--- config.mk ---
export PLATFORM = sky130hd
export DESIGN_NAME = ifu_pc_seq
export DESIGN_NICKNAME = d
export VERILOG_FILES = /design/src/rtl/ifu_pc_seq.sv
export SDC_FILE = /design/constraint.sdc
export NUM_CORES = 1
export LEC_CHECK = 0
export BUFFER_PORTS_ARGS = -buffer_cell sky130_fd_sc_hd__buf_4
export CAP_MARGIN = 10
export CORE_MARGIN = 5
export CORE_UTILIZATION = 28
export DETAILED_ROUTE_END_ITERATION = 12
export GPL_TIMING_DRIVEN = 0
export PLACE_DENSITY = 0.61
export SYNTH_ARGS = -nofsm -noshare
export SYNTH_HDL_FRONTEND = slang
export SYNTH_SLANG_ARGS = --single-unit
export TNS_END_PERCENT = 100
--- constraint.sdc ---
create_clock -name clk -period 2.5 [get_ports clk]
set_input_delay 0.125 -clock clk [delete_from_list [all_inputs] [get_ports clk]]
set_output_delay 0.125 -clock clk [all_outputs]
set_load 0.01 [all_outputs]
--- src/rtl/ifu_pc_seq.sv ---
// Fetch sequencer: owns the PC, runs one-outstanding imem fetches and hands instructions to the IDU.
// Define PC_MISALIGN_CHK_EN to keep misaligned flush targets and pulse misalign_err instead of aligning them.
module ifu_pc_seq #(
    parameter int unsigned      WIDTH    = 32,
    parameter logic [WIDTH-1:0] RESET_PC = WIDTH'(32'h8000_0000)
) (
    input  logic             clk,
    input  logic             rst,
    input  logic             redirect_valid,
    input  logic [WIDTH-1:0] redirect_pc,
    input  logic             trap_valid,
    input  logic [WIDTH-1:0] trap_pc,
    output logic             imem_req_valid,
    output logic [WIDTH-1:0] imem_req_addr,
    input  logic             imem_req_ready,
    input  logic             imem_rsp_valid,
    input  logic [31:0]      imem_rsp_data,
    output logic             inst_valid,
    output logic [31:0]      inst_data,
    output logic [WIDTH-1:0] inst_pc,
    input  logic             inst_ready,
    output logic [WIDTH-1:0] current_pc,
    output logic             misalign_err
);

    localparam int unsigned INST_W = 32;

    localparam logic [1:0] ST_IDLE = 2'd0;
    localparam logic [1:0] ST_REQ  = 2'd1;
    localparam logic [1:0] ST_WAIT = 2'd2;
    localparam logic [1:0] ST_HOLD = 2'd3;

    logic [1:0]        state_q, state_d;
    logic [WIDTH-1:0]  pc_q, pc_d;
    logic [WIDTH-1:0]  addr_q, addr_d;
    logic              req_valid_q, req_valid_d;
    logic [INST_W-1:0] inst_data_q, inst_data_d;
    logic [WIDTH-1:0]  inst_pc_q, inst_pc_d;
    logic              kill_q, kill_d;
    logic              misalign_q, misalign_d;

    logic              flush;
    logic [WIDTH-1:0]  tgt_raw;
    logic [WIDTH-1:0]  tgt;
    logic              mis_c;

    // Trap wins over a same-cycle branch redirect
    assign flush   = trap_valid | redirect_valid;
    assign tgt_raw = trap_valid ? trap_pc : redirect_pc;

`ifdef PC_MISALIGN_CHK_EN
    assign tgt   = tgt_raw;
    assign mis_c = flush & (tgt_raw[1:0] != 2'b00);
`else
    assign tgt   = tgt_raw & ~WIDTH'(3);
    assign mis_c = 1'b0;
`endif

    always_comb begin
        state_d     = state_q;
        pc_d        = pc_q;
        addr_d      = addr_q;
        inst_data_d = inst_data_q;
        inst_pc_d   = inst_pc_q;
        kill_d      = kill_q;
        misalign_d  = mis_c;

        case (state_q)
            ST_IDLE: begin
                state_d = ST_REQ;
                if (flush) pc_d = tgt;
            end
            ST_REQ: begin
                // Presented address stays put; the eventual response is marked wrong-path
                if (flush) begin
                    pc_d   = tgt;
                    kill_d = 1'b1;
                end
                if (imem_req_ready) state_d = ST_WAIT;
            end
            ST_WAIT: begin
                if (imem_rsp_valid) begin
                    if (kill_q || flush) begin
                        kill_d  = 1'b0;
                        if (flush) pc_d = tgt;
                        state_d = ST_REQ;
                    end else begin
                        inst_data_d = imem_rsp_data;
                        inst_pc_d   = pc_q;
                        state_d     = ST_HOLD;
                    end
                end else if (flush) begin
                    pc_d   = tgt;
                    kill_d = 1'b1;
                end
            end
            ST_HOLD: begin
                if (flush) begin
                    pc_d    = tgt;
                    state_d = ST_REQ;
                end else if (inst_ready) begin
                    pc_d    = pc_q + WIDTH'(4);
                    state_d = ST_REQ;
                end
            end
            default: state_d = ST_IDLE;
        endcase

        req_valid_d = (state_d == ST_REQ);
        // Latch the fetch address only on entry to REQ so it is stable until accepted
        if ((state_d == ST_REQ) && (state_q != ST_REQ)) addr_d = pc_d;
    end

    always_ff @(posedge clk or negedge rst) begin
        if (!rst) begin
            state_q     <= ST_IDLE;
            pc_q        <= RESET_PC;
            addr_q      <= RESET_PC;
            req_valid_q <= 1'b0;
            inst_data_q <= '0;
            inst_pc_q   <= '0;
            kill_q      <= 1'b0;
            misalign_q  <= 1'b0;
        end else begin
            state_q     <= state_d;
            pc_q        <= pc_d;
            addr_q      <= addr_d;
            req_valid_q <= req_valid_d;
            inst_data_q <= inst_data_d;
            inst_pc_q   <= inst_pc_d;
            kill_q      <= kill_d;
            misalign_q  <= misalign_d;
        end
    end

    assign imem_req_valid = req_valid_q;
    assign imem_req_addr  = addr_q;
    // Held instruction is hidden in a flush cycle so no transfer can complete
    assign inst_valid     = (state_q == ST_HOLD) & ~flush;
    assign inst_data      = inst_data_q;
    assign inst_pc        = inst_pc_q;
    assign current_pc     = pc_q;
    assign misalign_err   = misalign_q;

endmodule

# [Word-level counts from Yosys, hierarchy flattened]
# Index checks and enable logic that the tools add are counted.
[word_totals] register_bits=132 in_bits=103 out_inout_bits=131 word_cells=42
[classes] addsub=1 eq_ne=6 muxes=17 bitwise=4 reduce_logical=7
[op_table] operator="32-bit two-way mux" count=6
[op_table] operator="32-bit one-hot mux with 3 select lines" count=1
[op_table] operator="32-bit by 3-bit adder with 32-bit output (second input constant)" count=1
[op_table] operator="2-bit two-way mux" count=5
[op_table] operator="2-bit one-hot mux with 4 select lines" count=1
[op_table] operator="2-bit by 1-bit equality test with 1-bit output (second input constant)" count=2
[op_table] operator="2-bit equality test (second input constant)" count=2
[op_table] operator="1-bit two-way mux" count=3
[op_table] operator="3-bit != test (second input constant)" count=1
[op_table] operator="3-bit AND reduction" count=1
[op_table] operator="2-bit logical NOT" count=1
[op_table] operator="2-bit by 1-bit != test with 1-bit output (second input constant)" count=1
[op_table] operator="1-bit NOT" count=2
[op_table] operator="1-bit one-hot mux with 2 select lines" count=1
[op_table] operator="2-bit AND reduction" count=1
[op_table] operator="2-bit nonzero test" count=1
[op_table] operator="2-bit OR reduction" count=1
[op_table] operator="1-bit AND" count=1
[op_table] operator="1-bit logical AND" count=1
[op_table] operator="1-bit logical OR" count=1
[op_table] operator="1-bit OR" count=1

# [Depth between registers and ports, before layout]
[logic_depth] depth_word=7 mapped_depth=8 ltp_nobuf=6

# [Worst setup path after synthesis]
# No wires, ideal clock.
[synth_path] path_type="reg-to-reg" start="reg pc_q[2], in the netlist current_pc[2]" end="reg addr_q[28], in the netlist imem_req_addr[28]" setup_time_ns=0.128 t_arrival_ns=2.091 path_slack_ns=0.282 path_stages_with_launch=8 period_less_slack_ns=2.218 path_cell_list="dfrtp_1 > ha_1 > nand4_2 > or4_1 > buf_2 > nor4_1 > a211oi_2 > mux2_1"
[synth_between] elab_chain_cells=4
[synth_lines] item="start, declared" line_no="34" rtl="logic [WIDTH-1:0] pc_q, pc_d;"
[synth_lines] item="start signal, assigned" line_no="126" rtl="pc_q <= pc_d;"
[synth_lines] item="32-bit by 3-bit adder with 32-bit output" line_no="102" rtl="pc_d = pc_q + WIDTH'(4);"
[synth_lines] item="32-bit two-way mux" line_no="101" rtl="end else if (inst_ready) begin"
[synth_lines] item="32-bit two-way mux" line_no="98" rtl="if (flush) begin"
[synth_lines] item="32-bit one-hot mux with 3 select lines" line_no="68" rtl="case (state_q)"
[synth_lines] item="net pc_d[28]" line_no="34"
[synth_lines] item="end signal, assigned" line_no="127" rtl="addr_q <= addr_d;"
[synth_lines] item="end, declared" line_no="35" rtl="logic [WIDTH-1:0] addr_q, addr_d;"
# The timed path passes the listed nets, and every way through them passes these cells.
# A chain may end at the register's enable or synchronous reset.

# [Worst setup path after layout]
[layout_path] start="reg state_q[0]" end="reg addr_q[23], in the netlist imem_req_addr[23]"
[layout_lines] item="start, declared" line_no="33" rtl="logic [1:0] state_q, state_d;"
[layout_lines] item="start signal, assigned" line_no="125" rtl="state_q <= state_d;"
[layout_lines] item="2-bit by 1-bit equality test with 1-bit output / 2-bit logical NOT (equally long branches)" line_no="68"
[layout_lines] item="2-bit OR reduction (no source line)"
[layout_lines] item="32-bit one-hot mux with 3 select lines *" line_no="68"
[layout_lines] item="net pc_d[23]" line_no="34"
# The timed path passes the listed nets; every way through them passes the cells marked *.

==> results.yml <==
timing:
  grt_setup_unrepaired: "yes"
  slew_headroom_pct: 33.7
  slew_violations: 0
  finalCriticalPeriod_ps: 2400
  fin_skew_ps: 10.9
  fin_crit_sh_pct: 96.0
  final-setup-viol-count: 0
  fmax_ghz: 0.416
  hold_violations: 0
  worst_pin_slew_ps: 986
critical_path:
  slowest_delay_ps: 880
  critPathTopFamily: "simple AND/OR/NAND/NOR gates"
  crit-reg2reg-launch: "state_q[0]"
  required_ps: 2860
  r2r_end: "imem_req_addr[23]"
  worst-endpoint-arrival_ps: 2760
  ff2ff_setup_slack_ps: 100
  critical-path-slowest-cell: "nor4_1"
  crit_path_max_fanout: 9
  cp_cell_sequence: "buf_2, nand3_2, nor4_1, a31oi_1, nor3_1, mux2_2"
  crit_type: "reg2reg"
  critPathCaptureType: "flop"
  rr_worst_depth: 6
  worstPathBufferInverterCount: 1
  critPathLaunchType: "flop"
power:
  power.total_w: 0.00850
  p_leak_nw: 4.36
  vdd_drop_max_mv: 0.451
  p_int_w: 0.00596
  p_comb_share_pct: 30.1
  seqPwrFrac_pct: 36.0
  power_density_mw_per_mm2: 920
  switching_share_pct: 29.9
  clockPowerShare_pct: 33.9
  switchingPower_w: 0.00254
synth:
  ys_types: 58
  yosysMostFrequentCell: "dfrtp_1"
  synth_largest_area_cell: "dfrtp_1"
  syn_area_per_cell_um2: 12.1
  ys_ff_latch: 132
  synth_area_leaders: "dfrtp_1, mux2_2, mux2_1"
  yosys.area_share.simple_pct: 13.1
  synth_area_mm2: 0.00592
  seq_area_frac_synth_pct: 55.9
  yosysTopAreaCellShare_pct: 55.0
  synth-async-reset-ratio_pct: 100
  muxShareOfSynthArea_pct: 17.7
  synth_xor_area_share_pct: 1.63
  syn_inst: 490
  synth_nets: 594
  synthFlopType: "dfrtp_1"
  synth_compound_area_share_pct: 8.97
  synthAdderAreaFrac_pct: 0.211
  netlist_top_cells_count: "dfrtp_1, mux2_2, nand2_1"
  synth_top_family_by_area: "multiplexers"
  synth_edf_count: 0
  ys_warn_count: 0
placement:
  placement.io_buffers: 227
  gp_congestion: 0.818
  dp_cells: 993
  dp_hpwl_mm: 15.1
cts:
  htree_num_levels: 4
  cts.sinks: 132
  cts.path.max_buffers: 2
  cts_tree: "built"
  worstSkewPairLatency_ps: 420
  cts-root-buf: "clkbuf_16"
  cts_inserted_buffers: 17
  path_clk_slew_ps: 60
drt:
  drtPass1Iterations: 4
  dr_total_vias: 5207
  detail_route.wl_per_cell_um: 19.4
  wl_mm: 20.8
  antenna_left: 0
  drt_iter0_markers: 215
  viasPerCell: 4.84
  post-route-drc-count: 0
outcome:
  status: "finished clean"
cells_and_area:
  drive_gt1_share_pct: 45.6
  fin_nets: 892
  area_growth_pct: 56.2
  filler_cell_count: 1976
  final_cell_count_no_fill: 1076
  antenna_cells: 0
run:
  cap_violations: 0
die:
  row_count: 53
  die_w_um: 155
  core_area_mm2: 0.0209
  io_pins: 234
  die-area_mm2: 0.0241
  die_height_um: 155
  initial_core_util_pct: 28.3
hold_path:
  hold_class: "in2reg"
  worstHoldPathCells: 3
  worstHoldEndpoint: "current_pc[7]"
  hold_start: "trap_pc[7]"
grt:
  antenna_found_initial: 0
  grt_pass1_vias: 5473
  grt_max_degree: 74
  grt_use_total_pct: 17.2
  grt_pass1_wl_mm: 32.0
  gr-total-overflow: 0
metal layers:
metal  up-vias  global-route usage, %  wire length (um)
li1       2420                      -                 -
met1      2622                   22.5              9180
met2       154                   28.4             10200
met3        11                   5.40              1340
met4         0                   3.46               160
met5         -                      0                 0
logic make-up after synthesis:
kind of cell | count (synthesis)
fa+ha+maj | 1
compound gates | 79
mux | 94
flops | 132
xor+xnor | 11
other cells | 1
simple gates | 138
buf+inv | 34
cell type report:
class / count / area (um^2) / area share [%]
buffer: 28 / 121 / 1.31
clock buffer: 19 / 443 / 4.79
clock inverter: 13 / 230 / 2.49
inverter: 6 / 22.5 / 0.244
multi-input combinational: 324 / 2520 / 27.3
sequential: 132 / 3310 / 35.8
tap: 275 / 344 / 3.72
timing repair buffer: 279 / 2240 / 24.3
worst max-delay path by stage:
stage / from / end / slack, ps / depth (start not counted)
5_1_grt: current_pc[2] / imem_req_addr[28] / -20 / 7
4_1_cts: current_pc[2] / imem_req_addr[28] / 9 / 7
2_1_floorplan: current_pc[2] / imem_req_addr[28] / 280 / 7
6_report: state_q[0] / imem_req_addr[23] / 100 / 6
3_5_place_dp: trap_valid / imem_req_addr[6] / -170 / 7
3_3_place_gp: trap_valid / imem_req_addr[24] / -170 / 7
what timing repair did:
| action | 4_1_cts | 5_1_grt |
|---|---|---|
| pin swaps | 0 | 2 |
| endpoints found under the setup margin | 14 | 11 |
| endpoints found under the hold margin | 102 | 0 |
| gates cloned | 0 | 0 |
| buffers inserted | 1 | 0 |
| hold buffers | 50 | 0 |
| resized for setup | 3 | 14 |
worst reg2reg max path, delay by kind of cell, from the launching register on:
family,cells,cell delay (ps)
flops,1,320
simple gates,3,1390
compound gates,1,210
buf+inv,1,210
mux,1,220
registers in the layout (all words and copies together), names as in the netlist:
register        count
current_pc         32
imem_req_addr      32
imem_req_valid      1
inst_data          32
inst_pc            32
kill_q              1
state_q             2
placed cells by master, fill, tap and decap left out, drive strengths merged, types with 14 or more instances in the layout:
master and instances:
mux2 87, nand2 29, dfrtp 130, nor3 14, buf 241, clkbuf 35, dlygate4sd3 50, nand3 14
nor2 22
power by group through the flow:
| stage | clock network (W) | logic [W] | registers [W] |
|---|---|---|---|
| final | 0.00288 | 0.00256 | 0.00306 |
| after CTS | 0.00295 | 0.00260 | 0.00305 |
| after global routing | 0.00303 | 0.00277 | 0.00314 |
| after detailed placement | 0 | 0.00251 | 0.00309 |
| after floorplan | 0 | 0.000926 | 0.00327 |
| after global placement | 0 | 0.00248 | 0.00306 |
per-stage QoR:
| step | setup WS (ps) | utilization [%] | hold WS [ps] | area (um^2) | TNS [ps] |
|---|---|---|---|---|---|
| after CTS | 8.56 | 44.0 | 1.74 | 9200 | 0 |
| after detailed placement | -175 | 38.3 | 143 | 8000 | -3260 |
| final | 98.9 | 44.2 | 11.8 | 9240 | 0 |
| after global placement | -172 | 38.1 | 329 | 7970 | -3200 |
| after floorplan | 282 | - | -171 | 5920 | 0 |
| after global routing | -16.3 | 44.2 | 24.9 | 9240 | -16.3 |
Power figures use the tool's default switching activity.
